[src/rtl/pc_branch_sequencer.sv]
// Program counter owner: sequential fetch, taken-branch redirect with a flush
// window for wrong-path squash, and a terminal halt at the exit address.
module pc_branch_sequencer #(
  parameter logic [7:0] RESET_PC     = 8'h04,
  parameter int         PC_STEP      = 4,
  parameter logic [7:0] EXIT_PC      = 8'h80,
  parameter int         FLUSH_CYCLES = 2
) (
  input  logic       clk,
  input  logic       rst,
  input  logic       i_stall,
  input  logic       i_br_taken,
  input  logic [7:0] i_br_target,
  output logic [7:0] o_pc,
  output logic       o_fetch_valid,
  output logic       o_flush,
  output logic       o_halted,
  output logic       o_align_err,
  output logic [7:0] o_br_count
);

  typedef enum logic [1:0] {
    ST_RUN   = 2'd0,
    ST_FLUSH = 2'd1,
    ST_HALT  = 2'd2
  } state_t;

  localparam logic [7:0] STEP       = 8'(PC_STEP);
  localparam logic [2:0] FLUSH_INIT = 3'(FLUSH_CYCLES);

  state_t     r_state;
  logic [7:0] r_pc;
  logic [2:0] r_flush_cnt;
  logic       r_align_err;
  logic [7:0] r_br_count;

  state_t     w_next_state;
  logic [7:0] w_next_pc;
  logic [2:0] w_next_flush_cnt;
  logic       w_next_align_err;
  logic [7:0] w_next_br_count;
  logic       w_fetch;
  logic       w_aligned;
  logic       w_hit_exit;

  assign w_fetch    = (r_state != ST_HALT) && !i_stall;
  assign w_aligned  = (i_br_target[1:0] == 2'b00);
  assign w_hit_exit = (r_pc == EXIT_PC) && w_fetch;

  always_comb begin
    // NOTE: every target gets its hold value first so no path leaves one
    // unassigned, which would otherwise infer a latch.
    w_next_state     = r_state;
    w_next_pc        = r_pc;
    w_next_flush_cnt = r_flush_cnt;
    w_next_align_err = r_align_err;
    w_next_br_count  = r_br_count;

    unique case (r_state)
      ST_RUN: begin
        if (i_br_taken && w_aligned) begin
          // Redirect beats both the exit check and a stall.
          w_next_pc        = i_br_target;
          w_next_flush_cnt = FLUSH_INIT;
          w_next_state     = ST_FLUSH;
          if (r_br_count != 8'hFF) w_next_br_count = r_br_count + 8'd1;
        end else begin
          if (i_br_taken) w_next_align_err = 1'b1;
          if (w_hit_exit)   w_next_state = ST_HALT;
          else if (w_fetch) w_next_pc    = r_pc + STEP;
        end
      end

      ST_FLUSH: begin
        // Branches seen here come from squashed instructions and are ignored.
        w_next_flush_cnt = r_flush_cnt - 3'd1;
        if (r_flush_cnt == 3'd1) w_next_state = ST_RUN;
        if (w_hit_exit)   w_next_state = ST_HALT;
        else if (w_fetch) w_next_pc    = r_pc + STEP;
      end

      ST_HALT: ;

      default: w_next_state = ST_RUN;
    endcase
  end

  always_ff @(posedge clk) begin
    // NOTE: sequential state uses non-blocking assignments so every register
    // samples pre-edge values regardless of statement order.
    if (rst) begin
      r_state     <= ST_RUN;
      r_pc        <= RESET_PC;
      r_flush_cnt <= 3'd0;
      r_align_err <= 1'b0;
      r_br_count  <= 8'd0;
    end else begin
      r_state     <= w_next_state;
      r_pc        <= w_next_pc;
      r_flush_cnt <= w_next_flush_cnt;
      r_align_err <= w_next_align_err;
      r_br_count  <= w_next_br_count;
    end
  end

  assign o_pc          = r_pc;
  assign o_fetch_valid = !rst && w_fetch;
  assign o_flush       = (r_state == ST_FLUSH);
  assign o_halted      = (r_state == ST_HALT);
  assign o_align_err   = r_align_err;
  assign o_br_count    = r_br_count;

endmodule

[config.mk]
export PLATFORM = sky130hd
export DESIGN_NAME = pc_branch_sequencer
export DESIGN_NICKNAME = d
export VERILOG_FILES = /design/src/rtl/pc_branch_sequencer.sv
export SDC_FILE = /design/constraint.sdc
export NUM_CORES = 1
export LEC_CHECK = 0
export CORE_MARGIN = 10
export CORE_UTILIZATION = 51
export CTS_CLUSTER_DIAMETER = 200
export DETAILED_ROUTE_END_ITERATION = 7
export PLACE_DENSITY = 0.9
export SKIP_LAST_GASP = 1
export SYNTH_ARGS = -nofsm -noshare
export SYNTH_HDL_FRONTEND = slang
export SYNTH_SLANG_ARGS = --single-unit
[constraint.sdc]
create_clock -name clk -period 3.55 [get_ports clk]
set_clock_uncertainty 0.05 [all_clocks]
set_input_delay 0.5325 -clock clk [delete_from_list [all_inputs] [get_ports clk]]
set_output_delay 0.5325 -clock clk [all_outputs]
set_load 0.02 [all_outputs]
======== Word level (Yosys, flattened, before mapping) ========
Index checks and enable logic that the tools add are counted.
word-level totals
  register bits after elaboration ......... 22
  input port bits ......................... 12
operators by class
  add/sub/neg operators ................... 3
  eq/ne operators ......................... 9
  mux-type cells .......................... 11
  bitwise logic cells ..................... 2
  reduce and logical (&&, ||, !) cells .... 13
operator list
  kind                   number
  $mux W8                3
  $pmux W8 S2            1
  $reduce_and A3 Y1      3
  $add A8 B1 Y8 const B  1
  $add A8 B3 Y8 const B  1
  $eq A8 B8 Y1 const B   1
  $mux W2                4
  $ne A8 B8 Y1 const B   1
  $pmux W2 S3            1
  $pmux W3 S2            1
  $logic_and A1 B1 Y1    4
  $logic_not A2 Y1       2
  $ne A2 B2 Y1 const B   2
  $eq A3 B1 Y1 const B   1
  $mux W3                1
  $ne A3 B1 Y1 const B   1
  $ne A3 B3 Y1 const B   1
  $sub A3 B1 Y3 const B  1
  $eq A2 B1 Y1 const B   1
  $eq A2 B2 Y1 const B   1
  $logic_not A1 Y1       2
  $not A1 Y1             2
  $reduce_and A2 Y1      1
  $reduce_bool A2 Y1     1

======== Logic depth before layout (Yosys ltp) ========
  depth after elaboration ................. 6
  gate-level depth with buffers ........... 6
  mapped depth without buffers ............ 6

======== Least setup slack after synthesis ========
No wires, ideal clock.
  kind .................................... input -> output
  start point ............................. input port rst
  end point ............................... output port o_fetch_valid
  data arrival time ....................... 1.222 ns
  slack ................................... 1.746 ns
  stages .................................. 2
  buffers on the path ..................... 1
  cells stage by stage .................... clkbuf_1 nor3_1
on the way
  word-level cells in the longest chain between the ends .. 2
ends and longest elaborated chain
  what                 RTL line  text
  start: declaration   10        input logic rst,
  $logic_not A1 Y1     107       assign o_fetch_valid = !rst && w_fetch;
  $logic_and A1 B1 Y1  107
  end: declaration     15        output logic o_fetch_valid,
No other way between the ends.

======== Worst setup path in the final report ========
Same ends and word-level chain as after synthesis.

==> flow_summary.json <==
{
  "hp-class": "reg2reg",
  "cts.sink_count": 22,
  "ys_types": 47,
  "root_buffer": "clkbuf_4",
  "status": "complete, no violations",
  "synth.area.top_cells": "dfxtp_1 (36%), ha_1 (5.1%), a21oi_1 (4.9%)",
  "synth_top_area_cell": "dfxtp_1",
  "final_max_slew_viol_count": 0,
  "finalNetCount": 192,
  "reg2reg_depth": 6,
  "sw_frac_of_total_pct": 26.7,
  "power_mw": 0.499,
  "ys.flop_type": "dfxtp_1",
  "synth-seq-area-share_pct": 36.1,
  "rsz0062_at_grt": "no",
  "clk_pin_slew_worst_paths_ps": 110,
  "detail-route-antenna-nets": 0,
  "fp.dieW_um": 68.9,
  "place_area_um2": 1550,
  "reg2reg_setup_slack_ps": 1770,
  "synth_cells": 142,
  "arrival_ps": 1960,
  "multi_input_area_um2": 727,
  "vdd_drop_max_v": 0.000319,
  "gp_congestion": 0.892,
  "p_per_area_nw_per_um2": 314,
  "pwr-share-comb_pct": 18.8,
  "synth_nets": 159,
  "slew_headroom_pct": 66.6,
  "p_switching_mw": 0.133,
  "drt_iter0_drc": 91,
  "p_int_mw": 0.366,
  "rows": 17,
  "die_area_um2": 4750,
  "setup_viol": 0,
  "fin_crit_ps": 2540,
  "p_clk_share_pct": 27.4,
  "synthArstFlopShare_pct": 0,
  "cts-hold-fix-buffers": 0,
  "synth_area_um2": 1220,
  "leakage_nw": 0.556,
  "syn_avg_cell_area_um2": 8.59,
  "grt_start_max_net_pins": 22,
  "wl_per_cell_um": 15.6,
  "io_buffers": 31,
  "grt_pass1_vias": 1110,
  "synth_edf_count": 0,
  "synth_common_cells": "dfxtp_1 (22), a21oi_1 (12), nand2_1 (10)",
  "synth.most_common_cell": "dfxtp_1",
  "synthDominantCellAreaShare_pct": 36.1,
  "maxCapViolCount": 0,
  "htreeDepth": 1,
  "hold_viol": 0,
  "start_util_pct": 54.1,
  "hold_depth": 2,
  "cts_made_buffers": 3,
  "routed_via_density": 6.04,
  "totalWireLength_um": 3160,
  "io_pins": 32,
  "crit_type": "in2out",
  "grt_pass1_wl_um": 5050,
  "first_pass_iters": 5,
  "tightest_slew_ps": 499,
  "period_share_pct": 71.6,
  "yosysWarnings": 0,
  "ys_ff_latch": 22,
  "cts_setup_buffers": 0,
  "num_vias": 1220,
  "grt-ovfl-total": 0,
  "cp.required_ps": 2970,
  "antenna_found_initial": 0,
  "die_h_um": 68.9,
  "remaining_drc_errors": 0,
  "drive_gt1_share_pct": 8.62,
  "seq_area_um2": 440,
  "final_area_um2": 1590,
  "fmax_mhz": 393,
  "path_max_fanout": 21,
  "setup.worst_path.start_class": "input port",
  "end_kind": "primary output",
  "grtUsageTotal_pct": 13.5,
  "dp.final_hpwl_um": 2460,
  "final_core_util_pct": 70.4,
  "seqPwrFrac_pct": 53.8,
  "setup_tns_ps": 0,
  "cts_tree": "yes",
  "area_growth_pct": 30.1,
  "cts_resized": 0,
  "n_fill_cell": 198,
  "cts_buffer_depth": 2,
  "insertion_delay_ps": 310,
  "core_um2": 2250,
  "num_antenna_cells": 0
}
[kinds of logic (layout without fill, tap and decap cells)]
logic type / after synthesis / after routing / synth area share (%)
flops: 22 / 22 / 36.1
simple gates: 64 / 64 / 33.3
fa+ha+maj: 5 / 5 / 5.13
xor+xnor: 1 / 1 / 0.718
compound gates: 38 / 38 / 20.4
buf+inv: 12 / 44 / 4.31
[per-stage QoR]
step	worst slack, ps	hold WS [ps]	cells
finish	1010	459	202
global route	926	479	202
CTS	999	469	202
detailed placement	1010	440	198
global placement	1010	420	198
floorplan	1750	469	142
[registers in the layout, summed over array words and instances, names as in the netlist]
name         cells
o_pc             8
r_state          2
o_br_count       8
r_flush_cnt      3
o_align_err      1
[power groups by stage]
stage / logic (mW) / clock network (mW) / registers (mW)
after floorplan: 0.0449 / 0 / 0.279
after global placement: 0.0906 / 0 / 0.273
after detailed placement: 0.0931 / 0 / 0.273
after CTS: 0.0934 / 0.144 / 0.268
after global routing: 0.103 / 0.153 / 0.270
final: 0.0937 / 0.137 / 0.268
[area by class of cell]
class,count,area share (%)
Multi-Input combinational cell,108,45.8
Sequential cell,22,27.8
Timing Repair Buffer,32,20.0
Inverter,8,1.89
Clock buffer,4,2.29
Tap cell,28,2.21
[per-layer routing]
| layer | part of all wire, % | up-vias | GRT usage (%) |
|---|---|---|---|
| met1 | 43 | 592 | 17.0 |
| met2 | 50 | 27 | 22.6 |
| li1 | - | 599 | - |
| met5 | 0 | - | 0 |
| met4 | 0.44 | 0 | 2.22 |
| met3 | 6.9 | 2 | 3.86 |
[worst paths after layout]
path | startpoint | end
max | rst | o_fetch_valid
min | o_align_err$_SDFFE_PP0P_ | o_align_err$_SDFFE_PP0P_
max reg2reg | o_pc[2]$_SDFFE_PP1P_ | o_pc[3]$_SDFFE_PP0P_
min reg2reg | o_align_err$_SDFFE_PP0P_ | o_align_err$_SDFFE_PP0P_
[placed cells by master (no fill, tap or decap), drive strengths merged, types with 3 or more instances in the layout]
master         count
clkdlybuf4s50     31
dfxtp             22
a21oi             12
nand2             10
nor3               8
nor2               8
nand3              8
inv                8
a31oi              5
o21ai              5
ha                 5
and2               4
clkbuf             4
nand4              3
or4                3
a211oi             3
nand2b             3
[critical path, stage by stage]
cell and delay, ps:
clkdlybuf4s50_1 400, buf_4 210, nor3_1 180, clkdlybuf4s50_1 630
No activity file was read; power rests on OpenSTA's default activity.
